File: src/rtl/pwm_capture.sv
// pwm_capture: measures the period and high time of one PWM line, in CLK cycles.
//
// The line is brought into the CLK domain by a 2-flop synchronizer. A rise is
// sig_s=1 while the previous sample was 0. The first rise after enable starts
// the measurement. Each later rise publishes the completed cycle on
// PERIOD/HIGH_TIME and pulses VALID for one cycle. The partial cycle in which
// the measurement started is never reported. If no rise is seen for
// TIMEOUT_CYC cycles, STUCK is set and STUCK_LVL records the line level.
// STUCK clears on the next VALID or when EN drops.
//
// Optional build macro PWM_CAPTURE_FILTER_EN adds a deglitcher between the
// synchronizer and the edge detector. The filtered level follows sig_s only
// after FILT_LEN consecutive samples of the new value.
//
// Ports:
//   CLK       in   system clock
//   RST       in   asynchronous active-high reset
//   PWM_IN    in   asynchronous PWM line
//   EN        in   measurement enable (level)
//   PERIOD    out  [CNT_W] last measured period
//   HIGH_TIME out  [CNT_W] last measured high time
//   VALID     out  one-cycle strobe, PERIOD/HIGH_TIME updated
//   STUCK     out  no rise within TIMEOUT_CYC cycles (level)
//   STUCK_LVL out  synchronized line level when STUCK was set
module pwm_capture #(
  parameter int CNT_W       = 24,
  parameter int TIMEOUT_CYC = 10000000,
  parameter int FILT_LEN    = 4
) (
  input  logic             CLK,
  input  logic             RST,
  input  logic             PWM_IN,
  input  logic             EN,
  output logic [CNT_W-1:0] PERIOD,
  output logic [CNT_W-1:0] HIGH_TIME,
  output logic             VALID,
  output logic             STUCK,
  output logic             STUCK_LVL
);

  localparam logic [CNT_W-1:0] CNT_MAX   = '1;
  localparam logic [CNT_W-1:0] TIMEOUT_V = CNT_W'(TIMEOUT_CYC);

  // Reject parameter sets the counters cannot represent.
  if (FILT_LEN < 1 || TIMEOUT_CYC < 1 ||
      longint'(TIMEOUT_CYC) >= (longint'(1) << CNT_W)) begin : g_bad_param
    $error("pwm_capture: illegal parameter combination");
  end

  typedef enum logic [1:0] {IDLE, WAIT_RISE, MEASURE} state_t;

  // Counters stop at full scale instead of wrapping.
  function automatic logic [CNT_W-1:0] sat_inc(input logic [CNT_W-1:0] v);
    return (v == CNT_MAX) ? v : v + 1'b1;
  endfunction

  logic sync_p0, sync_p1;
  logic sig_s;
  logic line, line_d;
  logic rise;

  state_t           state, state_n;
  logic [CNT_W-1:0] per_cnt, per_cnt_n;
  logic [CNT_W-1:0] hi_cnt, hi_cnt_n;
  logic [CNT_W-1:0] period_n, high_n;
  logic             valid_n, stuck_n, stuck_lvl_n;

  // ---- stage p0/p1: synchronizer ----
  always_ff @(posedge CLK or posedge RST) begin
    if (RST) begin
      sync_p0 <= 1'b0;
      sync_p1 <= 1'b0;
    end else begin
      sync_p0 <= PWM_IN;
      sync_p1 <= sync_p0;
    end
  end

  assign sig_s = sync_p1;

`ifdef PWM_CAPTURE_FILTER_EN
  localparam int FC_W = $clog2(FILT_LEN + 1);

  logic [FC_W-1:0] flt_cnt;
  logic            flt_lvl;

  // ---- deglitch stage ----
  // flt_cnt counts consecutive samples that differ from the accepted level.
  always_ff @(posedge CLK or posedge RST) begin
    if (RST) begin
      flt_cnt <= '0;
      flt_lvl <= 1'b0;
    end else if (sig_s == flt_lvl) begin
      flt_cnt <= '0;
    end else if (flt_cnt == FC_W'(FILT_LEN - 1)) begin
      flt_lvl <= sig_s;
      flt_cnt <= '0;
    end else begin
      flt_cnt <= flt_cnt + 1'b1;
    end
  end

  assign line = flt_lvl;
`else
  assign line = sig_s;
`endif

  // ---- edge detect stage ----
  always_ff @(posedge CLK or posedge RST) begin
    if (RST) line_d <= 1'b0;
    else     line_d <= line;
  end

  assign rise = line & ~line_d;

  // ---- measurement FSM / result registers ----
  always_ff @(posedge CLK or posedge RST) begin
    if (RST) begin
      state     <= IDLE;
      per_cnt   <= '0;
      hi_cnt    <= '0;
      PERIOD    <= '0;
      HIGH_TIME <= '0;
      VALID     <= 1'b0;
      STUCK     <= 1'b0;
      STUCK_LVL <= 1'b0;
    end else begin
      state     <= state_n;
      per_cnt   <= per_cnt_n;
      hi_cnt    <= hi_cnt_n;
      PERIOD    <= period_n;
      HIGH_TIME <= high_n;
      VALID     <= valid_n;
      STUCK     <= stuck_n;
      STUCK_LVL <= stuck_lvl_n;
    end
  end

  always_comb begin
    state_n     = state;
    per_cnt_n   = per_cnt;
    hi_cnt_n    = hi_cnt;
    period_n    = PERIOD;
    high_n      = HIGH_TIME;
    valid_n     = 1'b0;
    stuck_n     = STUCK;
    stuck_lvl_n = STUCK_LVL;

    if (!EN) begin
      state_n   = IDLE;
      per_cnt_n = '0;
      hi_cnt_n  = '0;
      stuck_n   = 1'b0;
    end else begin
      case (state)
        IDLE: begin
          state_n   = WAIT_RISE;
          per_cnt_n = '0;
          hi_cnt_n  = '0;
        end
        WAIT_RISE: begin
          // A rise wins over a timeout that lands in the same cycle.
          if (rise) begin
            per_cnt_n = CNT_W'(1);
            hi_cnt_n  = CNT_W'(1);
            state_n   = MEASURE;
          end else if (per_cnt == TIMEOUT_V) begin
            stuck_n     = 1'b1;
            stuck_lvl_n = line;
            per_cnt_n   = '0;
            hi_cnt_n    = '0;
          end else begin
            per_cnt_n = sat_inc(per_cnt);
          end
        end
        MEASURE: begin
          // The rise cycle itself is high, so a new cycle starts at 1/1.
          if (rise) begin
            period_n  = per_cnt;
            high_n    = hi_cnt;
            valid_n   = 1'b1;
            stuck_n   = 1'b0;
            per_cnt_n = CNT_W'(1);
            hi_cnt_n  = CNT_W'(1);
          end else if (per_cnt == TIMEOUT_V) begin
            stuck_n     = 1'b1;
            stuck_lvl_n = line;
            per_cnt_n   = '0;
            hi_cnt_n    = '0;
            state_n     = WAIT_RISE;
          end else begin
            per_cnt_n = sat_inc(per_cnt);
            if (line) hi_cnt_n = sat_inc(hi_cnt);
          end
        end
        default: begin
          state_n   = IDLE;
          per_cnt_n = '0;
          hi_cnt_n  = '0;
        end
      endcase
    end
  end

endmodule

File: config.mk
export PLATFORM = sky130hd
export DESIGN_NAME = pwm_capture
export DESIGN_NICKNAME = d
export VERILOG_FILES = /design/src/rtl/pwm_capture.sv
export SDC_FILE = /design/constraint.sdc
export NUM_CORES = 1
export LEC_CHECK = 0
export BUFFER_PORTS_ARGS = -buffer_cell sky130_fd_sc_hd__clkbuf_2
export CAP_MARGIN = 20
export CORE_MARGIN = 5
export CORE_UTILIZATION = 50
export CTS_CLUSTER_DIAMETER = 100
export DETAILED_ROUTE_END_ITERATION = 6
export GPL_TIMING_DRIVEN = 0
export PLACE_DENSITY = 0.7
export SYNTH_ARGS = -nofsm -noshare
export SYNTH_HDL_FRONTEND = slang
export SYNTH_SLANG_ARGS = --single-unit
File: constraint.sdc
create_clock -name CLK -period 4.9 [get_ports CLK]
set_input_delay 0.98 -clock CLK [delete_from_list [all_inputs] [get_ports CLK]]
set_output_delay 0.98 -clock CLK [all_outputs]
set_load 0.05 [all_outputs]
# Word level (Yosys, flattened, before mapping)
# Index checks and enable logic that the tools add are counted.
# totals
regBits	104
latch_bits	0
mem_bits_rw	0
rom_bits	0
elab_cells	63
mem_count	0
# op_classes
add_sub_neg	2
mul	0
div_mod_pow	0
magnitude_cmp	0
eq_ne	14
shifts	0
mux	26
bitwise_logic	3
reduce_logical	7
# op_table
operator	count
24-bit 2-to-1 mux	12
24-bit equality test (second input constant)	3
24-bit by 1-bit adder with 24-bit output (second input constant)	2
24-bit one-hot mux with 2 select lines	1
5-bit inequality test (second input constant)	3
3-bit inequality test (second input constant)	4
3-bit AND reduction	3
2-bit 2-to-1 mux	4
1-bit 2-to-1 mux	7
2-bit one-hot mux with 3 select lines	1
4-bit inequality test (second input constant)	1
4-bit AND reduction	1
3-bit by 1-bit inequality test with 1-bit output (second input constant)	1
2-bit by 1-bit equality test with 1-bit output (second input constant)	1
2-bit equality test (second input constant)	1
2-bit logical NOT	1
1-bit inverter	2
1-bit one-hot mux with 2 select lines	1
2-bit AND reduction	1
2-bit OR reduction	1
1-bit AND	1

# Longest topological paths before layout
# Gate-level depths: netlist of run 1.
# depth
word_depth	7
ltp_mapped	8

# Least setup slack after synthesis of run 1
# No wires, ideal clock.
# synth_timing
kind	input port to flip-flop
startpoint	input EN
endpoint	register PERIOD[10]
arrival_ps	2458
slack_ps	2317
path_stages	6
n_path_buf	3
cell_sequence	clkbuf_1 > nand3_1 > inv_1 > buf_2 > clkbuf_1 > mux2_2
# synth_via
elab_chain_len	1
# synth_lines
element	line_no	text
start, declared	33	input logic EN,
3-bit AND reduction (no source line)	--	
end signal, assigned	131	PERIOD <= period_n;
end, declared	34	output logic [CNT_W-1:0] PERIOD,
# Every way passes these cells.
# A chain may end at the register's enable or synchronous reset.

# Worst setup path in the final report of run 1
# layout_timing
startpoint	register state[0]
endpoint	register PERIOD[23]
# layout_via
elab_chain_len	2
# layout_lines
element	line_no	text
start, declared	62	state_t state, state_n;
start signal, assigned	128	state <= state_n;
2-bit equality test	155	case (state)
3-bit AND reduction (no source line)	--	
# Every way passes these cells.

==> flow_summary_export.csv, run 1 <==
group,metric,value,unit
sta,hold_viol_final,0,
sta,finalCritPeriodShare,56.88,%
route,wl,12.06,mm
logic_synthesis,synth.avg_cell_area,10.61,um2
pwr,switching_share,25.64,%
clock_tree,cts_hold_buf,0,
clock_tree,htreeDepth,3,
hold_path,hp-class,"flop to flop",
clock_tree,cts_tree,"done",
critical_path,r2r-end,"PERIOD[23]",
sta,min_period,2.787,ns
placement,gp_congestion,0.9055,
clock_tree,numCtsBuffers,9,
logic_synthesis,ys_ff_latch,104,
sta,max_freq,0.3588,GHz
logic_synthesis,synth.net_count,492,
hold_path,whs_endpoint,"line",
global_route,antenna_found_initial,0,
clock_tree,clock-root-buffer,"clkbuf_8",
hold_path,worstHoldPathCells,0,
global_route,grt_pass1_vias,4131,
cells_and_area,fin_nets,557,
global_route,grt_max_degree,58,
route,drc,0,
critical_path,cp-start-kind,"flop",
route,vias,4071,
floorplanning,die_h,111.0,um
sta,setup-violations-final,0,
critical_path,crit_path_end_kind,"flop",
sta,slew_headroom,44.51,%
cells_and_area,drive_above_1_share,23.41,%
critical_path,r2r_start,"state[0]",
pwr,power,1.583,mW
global_route,grt_pass1_wl,20.66,mm
clock_tree,cts_resized,0,
pwr,p_leak,2.648,nW
logic_synthesis,ys_seq_area_share,50.98,%
pwr,p_sw,0.4059,mW
outcome,status,"completed",
pwr,seqPwrFrac,55.4,%
clock_tree,post_cts_buffers,0,
route,antenna_left,0,
logic_synthesis,async_flop_share,100.0,%
hold_path,hold_start,"sync_p0",
logic_synthesis,syn_inst,481,
logic_synthesis,yosysUniqueCellTypes,60,
floorplanning,die_x,111.0,um
route,drtPass1Iterations,5,
cells_and_area,syn2layout_area_growth,12.94,%
pwr,ir_worst_vdd,0.1663,mV
logic_synthesis,synth_area,0.005105,mm2
pwr,p_per_area,274.6,mW/mm2
placement,place_hpwl,8.654,mm
flow_run,drv_cap,0,
clock_tree,clock-sinks,104,
route,vias_per_cell,5.952,
critical_path,cp.required,5.15,ns
floorplanning,core_area,0.009864,mm2
floorplanning,ioPinCount,55,
cells_and_area,diodes,0,
global_route,grt_usage,20.28,%
placement,portBuffers,53,
logic_synthesis,synth_edf_count,0,
sta,rsz0062_at_grt,"false",
cells_and_area,fillers,841,
floorplanning,rows,36,
floorplanning,start_util,51.75,%
clock_tree,clk_pin_slew,0.10,ns
logic_synthesis,yosysWarnings,0,
logic_synthesis,yosys_most_used_dff,"dfrtp_1",
critical_path,reg2reg_slack,2.11,ns
sta,tns,0,ns
global_route,grt.overflow.total,0,
pwr,clkPwrFrac,34.1,%
pwr,cell_internal_pwr,1.177,mW
floorplanning,die_area,0.01233,mm2
sta,drv_slew,0,
route,wl_per_cell,17.62,um
clock_tree,ctsLongestPathBuffers,2,
clock_tree,clkLatencyLatePin,0.37,ns
critical_path,crit_type,"flop to flop",
critical_path,crit_arrival,3.04,ns
route,first_iter_violations,256,
critical_path,r2r_cells,8,
sta,tightestPinTransition,0.8207,ns
critical_path,path_max_fanout,10,
sta,finalClockSkew,0.01181,ns
pwr,comb_power_share,10.5,%
## worst max path at each step
stage | depth (start not counted) | slack, ns | from | endpoint
finish | 8 | 2.11 | state[0] | PERIOD[23]
floorplan | 1 | 1.19 | RST | HIGH_TIME[0]
detailed placement | 6 | 1.79 | EN | PERIOD[9]
global placement | 2 | 0.03 | RST | PERIOD[6]
CTS | 8 | 2.05 | state[0] | PERIOD[5]
global route | 8 | 1.85 | state[0] | PERIOD[9]
## worst max-delay path, cell delays in order (launching register included)
cell and delay [ns]:
dfrtp_1 0.42, inv_1 0.11, ha_1 0.17, clkbuf_1 0.32
nand3_1 0.34, inv_1 0.14, buf_2 0.26, clkbuf_1 0.51
mux2_2 0.40
## cells in the mapped netlist, types with 5 or more instances
master / n / area share [%]
a211oi_1: 6 / 0.88
a21oi_1: 12 / 1.2
a22o_1: 11 / 1.9
a32oi_1: 8 / 1.4
and3_1: 6 / 0.74
and4_1: 7 / 1.2
buf_2: 11 / 1.1
clkbuf_1: 13 / 0.96
dfrtp_1: 104 / 51
ha_1: 7 / 1.7
inv_1: 18 / 1.3
mux2_2: 36 / 7.9
mux2i_1: 5 / 0.98
nand2_1: 39 / 2.9
nand3_1: 24 / 2.4
nand4_1: 13 / 1.6
nor2_1: 35 / 2.6
nor2b_1: 6 / 0.74
nor3_1: 12 / 1.2
o21ai_0: 19 / 1.9
o22ai_1: 8 / 0.98
o31ai_1: 6 / 0.88
xnor2_1: 13 / 2.2
## per-stage QoR
step | cells | setup slack, ns | hold slack (ns) | utilization, % | cell area [um2]
2_1_floorplan | 481 | 1.188 | 0.3312 | - | 5105
3_3_place_gp | 667 | 0.02653 | 0.3345 | 56.13 | 5537
3_5_place_dp | 668 | 1.788 | 0.3417 | 56.43 | 5567
4_1_cts | 684 | 2.054 | 0.3814 | 58.45 | 5766
5_1_grt | 684 | 1.854 | 0.3990 | 58.45 | 5766
6_report | 684 | 2.113 | 0.3808 | 58.45 | 5766
## layout make-up
cell class | instances | area (um2) | area share [%]
multi-input combinational | 332 | 2310 | 40.06
sequential | 104 | 2603 | 45.14
clock buffer | 12 | 145.1 | 2.517
tap | 133 | 166.4 | 2.886
buffer | 27 | 125.1 | 2.170
inverter | 18 | 70.07 | 1.215
timing repair buffer | 54 | 292.8 | 5.078
clock inverter | 4 | 53.80 | 0.9332
## power groups by stage
stage	registers, mW	logic, mW	clock network [mW]
floorplan	0.897	0.121	0
global placement	0.894	0.159	0
detailed placement	0.895	0.167	0
CTS	0.878	0.168	0.555
global route	0.880	0.187	0.591
finish	0.878	0.166	0.539
## cells by family (layout without fill, tap and decap cells)
group / after synthesis / after routing / share of synthesized area, %
DFF: 104 / 104 / 50.98
adders and majority gates: 7 / 7 / 1.716
buffers and inverters: 45 / 115 / 3.774
muxes: 41 / 41 / 8.922
xor gates and xnor gates: 14 / 14 / 2.402
and+or+nand+nor: 171 / 171 / 18.29
AOI/OAI and AO/OA: 99 / 99 / 13.92
## metal layers
| layer | share of wire [%] | vias to the layer above | GRT usage (%) |
|---|---|---|---|
| li1 | - | 1905 | - |
| met2 | 51 | 139 | 35.15 |
| met4 | 1.6 | 0 | 6.569 |
| met3 | 6.1 | 23 | 4.094 |
| met1 | 41 | 2004 | 25.48 |
| met5 | 0 | - | 0 |
## layout by cell type (no fill, tap or decap), types with 10 or more instances in the layout
| cell | count |
|---|---|
| dfrtp_1 | 104 |
| clkbuf_2 | 55 |
| nand2_1 | 39 |
| mux2_2 | 36 |
| nor2_1 | 35 |
| nand3_1 | 24 |
| o21ai_0 | 19 |
| inv_1 | 17 |
| clkbuf_1 | 15 |
| nand4_1 | 13 |
| xnor2_1 | 13 |
| nor3_1 | 12 |
| a21oi_1 | 12 |
| buf_2 | 11 |
| a22o_1 | 11 |
| clkbuf_8 | 10 |
## sequential cells by signal, indices dropped and copies added (netlist names)
signal     flops
STUCK          1
PERIOD        24
hi_cnt        24
line_d         1
STUCK_LVL      1
HIGH_TIME     24
state          2
per_cnt       24
sync_p0        1
line           1
VALID          1
No activity file was read; power rests on OpenSTA's default activity.
==> inputs of run 2 (changes only) <==
Clock period 4.9 ns to 2.7 ns, I/O delays scaled along.
==> run 2 against run 1 <==
Effect of this change: non-clock buffer count grew 3; clock-buffer cell count is 3 lower; worst hold slack got worse by 0.16 ns; fmax is 11% higher; sequential power is 81% higher; clock skew fell by 0.0046 ns; clock power up 100%; sequential cell count is the same; first-iteration DRC count down 5.9%; critical path depth stayed put; cell count up 0.44%; via count rose by 0.88%.
==> flow_summary_export.csv, run 2 (synthesis gave the netlist of run 1 again) <==
group,metric,value,unit
outcome,status,"completed",
sta,max_freq,0.3967,GHz
critical_path,cp-start-kind,"flop",
sta,whs,0.2195,ns
floorplanning,core_area,0.009864,mm2
sta,hold_viol_final,0,
clock_tree,clock-root-buffer,"clkbuf_8",
sta,fin_ws,0.1793,ns
cells_and_area,drive_above_1_share,24.91,%
route,first_iter_violations,241,
clock_tree,htreeDepth,3,
cells_and_area,syn2layout_area_growth,15.02,%
critical_path,r2r_start,"hi_cnt[1]",
cells_and_area,final_common_cell,"dfrtp_1",
floorplanning,start_util,51.75,%
route,antenna_left,0,
pwr,power,3.008,mW
route,vias,4107,
cells_and_area,utilization,59.53,%
clock_tree,clock-sinks,104,
pwr,p_per_area,512.2,mW/mm2
floorplanning,die_area,0.01233,mm2
critical_path,r2r-end,"hi_cnt[0]",
placement,portBuffers,53,
critical_path,endpoint,"hi_cnt[0]",
global_route,grt.overflow.total,0,
critical_path,crit_path_end_kind,"flop",
clock_tree,cts_tree,"done",
flow_run,drv_cap,0,
floorplanning,ioPinCount,55,
route,drc,0,
sta,tightestPinTransition,0.8532,ns
sta,finalCritPeriodShare,93.36,%
placement,dp_slack,-0.1455,ns
critical_path,path_max_fanout,10,
critical_path,worstSetupStartpoint,"hi_cnt[1]",
clock_tree,numCtsBuffers,9,
route,wl,11.85,mm
pwr,p_leak,2.700,nW
cells_and_area,diodes,0,
clock_tree,ctsLongestPathBuffers,2,
floorplanning,die_h,111.0,um
placement,place_hpwl,8.623,mm
clock_tree,clk_pin_slew,0.10,ns
clock_tree,clkLatencyLatePin,0.37,ns
route,drtPass1Iterations,5,
global_route,grt_pass1_vias,4080,
route,wl_per_cell,17.24,um
placement,gp_congestion,0.9139,
global_route,grt_max_degree,30,
floorplanning,die_x,111.0,um
critical_path,crit_type,"flop to flop",
global_route,grt_usage,19.96,%
clock_tree,cts_hold_buf,0,
sta,finalClockSkew,0.007190,ns
critical_path,reg2reg_slack,0.18,ns
hold_path,hp-class,"input pin to async pin",
critical_path,crit_arrival,2.82,ns
sta,tns,0,ns
global_route,antenna_found_initial,0,
sta,slew_headroom,42.32,%
sta,drv_slew,0,
pwr,ir_worst_vdd,0.2278,mV
floorplanning,rows,36,
sta,rsz0062_at_grt,"false",
sta,setup-violations-final,0,
global_route,grt_pass1_wl,20.27,mm
sta,min_period,2.521,ns
route,vias_per_cell,5.978,
cells_and_area,final_cell_mix,"dfrtp_1 (104), clkbuf_2 (57), nand2_1 (39), mux2_2 (36), nor2_1 (35)",
cells_and_area,fin_nets,560,
critical_path,r2r_cells,8,
critical_path,cp.required,3.00,ns
run 2: cell count changes in the layout (fill, tap and decap cells not counted), moves of 2 or more:
cell      delta
buf_12       +3
clkbuf_1     -5
clkbuf_2     +2
inv_6        +3
run 2: cell type report:
type	count	area [um2]
buffer	26	123.9
multi-input combinational	332	2321
inverter	18	71.32
tap	133	166.4
clock inverter	7	102.6
fill	845	3993
sequential	104	2603
timing repair buffer	58	360.3
clock buffer	9	123.9
run 2: worst min-delay path by stage:
stage	from	end	slack [ns]	cells past startpoint
floorplan	sync_p0	line	0.33	0
global placement	sync_p0	line	0.34	0
detailed placement	sync_p0	line	0.35	0
CTS	RST	PERIOD[4]	0.23	2
global route	PWM_IN	sync_p0	0.25	1
finish	RST	PERIOD[4]	0.22	2
run 2: metrics by stage:
stage          cells  cell area, um2
6_report         687            5872
2_1_floorplan    481            5109
3_5_place_dp     670            5608
4_1_cts          685            5831
5_1_grt          687            5872
3_3_place_gp     667            5540
run 2: power breakdown:
group	switching [mW]	leakage, nW	internal [mW]
Sequential	0.0174	1.44	1.58
Clock	0.564	0.111	0.534
Combinational	0.206	1.14	0.111
Total	0.787	2.70	2.22
run 2: routing by layer:
metal,up-vias,routed length [um],track usage (%)
li1,1934,-,-
met1,2033,5125,25.99
met2,117,5890,33.05
met3,23,619,3.766
met4,0,212,7.867
met5,-,0,0
run 2: worst max-delay path, cell delays in order, from the launching register on:
cell     delay (ns)
dfrtp_1        0.47
ha_1           0.30
nand3_1        0.19
or3_1          0.33
buf_2          0.17
o41a_1         0.43
buf_6          0.16
nor2_4         0.18
mux2i_1        0.22
run 2: repair_timing:
action                     CTS  global route
gates resized for setup      0             6
gates cloned                 0             0
pin swaps                    0             1
buffers inserted             0             2
setup endpoints to repair    9            30
==> inputs of run 3 (changes only) <==
==> constraint.sdc (replaced) <==
create_clock -name CLK -period 2.7 [get_ports CLK]
set_input_delay 0.27 -clock CLK [delete_from_list [all_inputs] [get_ports CLK]]
set_output_delay 0.27 -clock CLK [all_outputs]
set_load 0.05 [all_outputs]
==> run 3 against run 2 <==
Effect of this change: sequential power barely moved; design area is 0.34% higher; first-iteration DRC count fell by 3.3%; setup slack got worse by 0.025 ns; routed wire length is 0.19% higher; sequential share of layout area down 0.15 points; clock-buffer cell count stayed put; sequential cell count unchanged; cell count increased by 0.29%; clock power is essentially flat; worst hold slack improved by 0.072 ns; combinational power about the same; critical endpoint unchanged.
==> flow_summary_export.csv, run 3 (synthesis gave the netlist of run 1 again) <==
group,metric,value,unit
outcome,status,"completed",
cells_and_area,fin_nets,562,
pwr,power,3.009,mW
placement,gp_congestion,0.9139,
global_route,grt_max_degree,30,
route,first_iter_violations,233,
global_route,met2_usage,33.05,%
pwr,seqPwrFrac,52.9,%
sta,max_freq,0.3928,GHz
sta,setup-violations-final,0,
cells_and_area,diodes,0,
global_route,grt.overflow.total,0,
critical_path,reg2reg_slack,0.15,ns
global_route,antenna_found_initial,0,
route,wl,11.87,mm
pwr,cell_internal_pwr,2.222,mW
pwr,switching_share,26.15,%
sta,min_period,2.546,ns
clock_tree,ctsLongestPathBuffers,2,
hold_path,hold_start,"EN",
floorplanning,rows,36,
critical_path,crit_type,"flop to flop",
pwr,clkPwrFrac,36.5,%
critical_path,worstSetupStartpoint,"hi_cnt[1]",
route,antenna_left,0,
global_route,use_met1,26.02,%
floorplanning,start_util,51.75,%
placement,portBuffers,53,
route,drc,0,
critical_path,path_max_fanout,10,
clock_tree,cts_tree,"done",
cells_and_area,utilization,59.73,%
route,vias_per_cell,5.893,
clock_tree,clock-root-buffer,"clkbuf_8",
route,wl_per_cell,17.23,um
sta,rsz0062_at_grt,"false",
hold_path,hp-class,"input pin to flop",
sta,finalClockSkew,0.008897,ns
cells_and_area,final_common_cell,"dfrtp_1",
cells_and_area,seqCellArea,0.002603,mm2
pwr,ir_worst_vdd,0.2279,mV
pwr,p_per_area,510.7,mW/mm2
floorplanning,die_x,111.0,um
route,drtPass1Iterations,5,
cells_and_area,final_cell_mix,"dfrtp_1 (104), clkbuf_2 (57), nand2_1 (39), mux2_2 (36), nor2_1 (35)",
floorplanning,core_area,0.009864,mm2
critical_path,slowest_stage,"dfrtp_1",
sta,slew_headroom,41.54,%
clock_tree,htreeDepth,3,
pwr,p_leak,2.708,nW
global_route,grt_pass1_wl,20.28,mm
placement,place_hpwl,8.623,mm
critical_path,cp.required,3.00,ns
critical_path,r2r_start,"hi_cnt[1]",
cells_and_area,multi_input_area,0.002321,mm2
clock_tree,numCtsBuffers,9,
critical_path,crit_chain,"ha_1 -> nand3_1 -> or3_1 -> buf_2 -> o41a_1 -> buf_6 -> nor2_4 -> mux2i_1",
critical_path,cp-start-kind,"flop",
sta,finalCritPeriodShare,94.30,%
sta,tightestPinTransition,0.8648,ns
clock_tree,clk_pin_slew,0.10,ns
clock_tree,clkLatencyLatePin,0.37,ns
floorplanning,die_area,0.01233,mm2
cells_and_area,fillers,847,
cells_and_area,drive_above_1_share,24.82,%
flow_run,drv_cap,0,
critical_path,crit_arrival,2.84,ns
floorplanning,ioPinCount,55,
global_route,grt_use_met3,3.766,%
global_route,busiest_layer,"met2",
global_route,grt_usage,19.97,%
pwr,comb_power_share,10.6,%
clock_tree,clock-sinks,104,
pwr,p_sw,0.7867,mW
floorplanning,die_h,111.0,um
route,vias,4060,
critical_path,max_stage_delay,0.48,ns
sta,drv_slew,0,
sta,hold_viol_final,0,
global_route,grt_pass1_vias,4083,
critical_path,crit_path_end_kind,"flop",
cells_and_area,syn2layout_area_growth,15.42,%
[run 3: cell count changes in the layout (fill, tap and decap cells not counted), sizes merged]
cell | previous run | this run
dlygate4sd3 | 0 | 2
[run 3: cell type report]
type,instances,share of cell area [%]
inverter,18,1.210
clock buffer,9,2.102
buffer,26,2.102
tap,133,2.824
multi-input combinational,332,39.39
clock inverter,7,1.741
sequential,104,44.17
timing repair buffer,60,6.456
[run 3: per-stage QoR]
step | TNS (ns) | cells | hold slack (ns) | instance area (um2) | setup slack, ns
6_report | 0 | 689 | 0.2911 | 5892 | 0.1540
3_3_place_gp | -0.5952 | 667 | 0.3351 | 5540 | -0.06820
2_1_floorplan | 0 | 481 | 0.3014 | 5109 | 0.4534
3_5_place_dp | -1.250 | 670 | 0.3502 | 5608 | -0.1455
4_1_cts | 0 | 687 | 0.2641 | 5851 | 0.07598
5_1_grt | 0 | 689 | 0.3163 | 5892 | 0.02298
[run 3: power groups by stage]
stage,combinational (mW),sequential (mW),clock (mW)
final,0.318,1.59,1.10
after global routing,0.356,1.60,1.19
after detailed placement,0.315,1.62,0
after floorplan,0.219,1.63,0
after global placement,0.292,1.62,0
after CTS,0.320,1.59,1.12
[run 3: critical path, delay by kind of cell (launching register included)]
kind	cells	cell delay, ns
buf+inv	2	0.33
flops	1	0.48
mux	1	0.22
fa+ha+maj	1	0.30
compound gates	1	0.43
simple gates	3	0.72
[run 3: path summary, 6_finish.rpt]
path,end,cells after the start
worst max-delay path,hi_cnt[0],8
max in group asynchronous,hi_cnt[1],6
worst min-delay path,STUCK,3
worst max register to register,hi_cnt[0],8
worst min register to register,line,0
min in group asynchronous,PERIOD[4],3
[run 3: timing repair]
item / CTS / global route
resized for setup: 0 / 6
setup endpoints to repair: 9 / 30
gates cloned: 0 / 0
hold buffers: 2 / 0
pin swaps: 0 / 1
buffers inserted: 0 / 2
endpoints found under the hold margin: 29 / 0
[run 3: routing by layer]
layer  wire, um  vias up
li1           -     1928
met1       5230     1998
met2       5903      109
met3        520       25
met4        215        0
met5          0        -
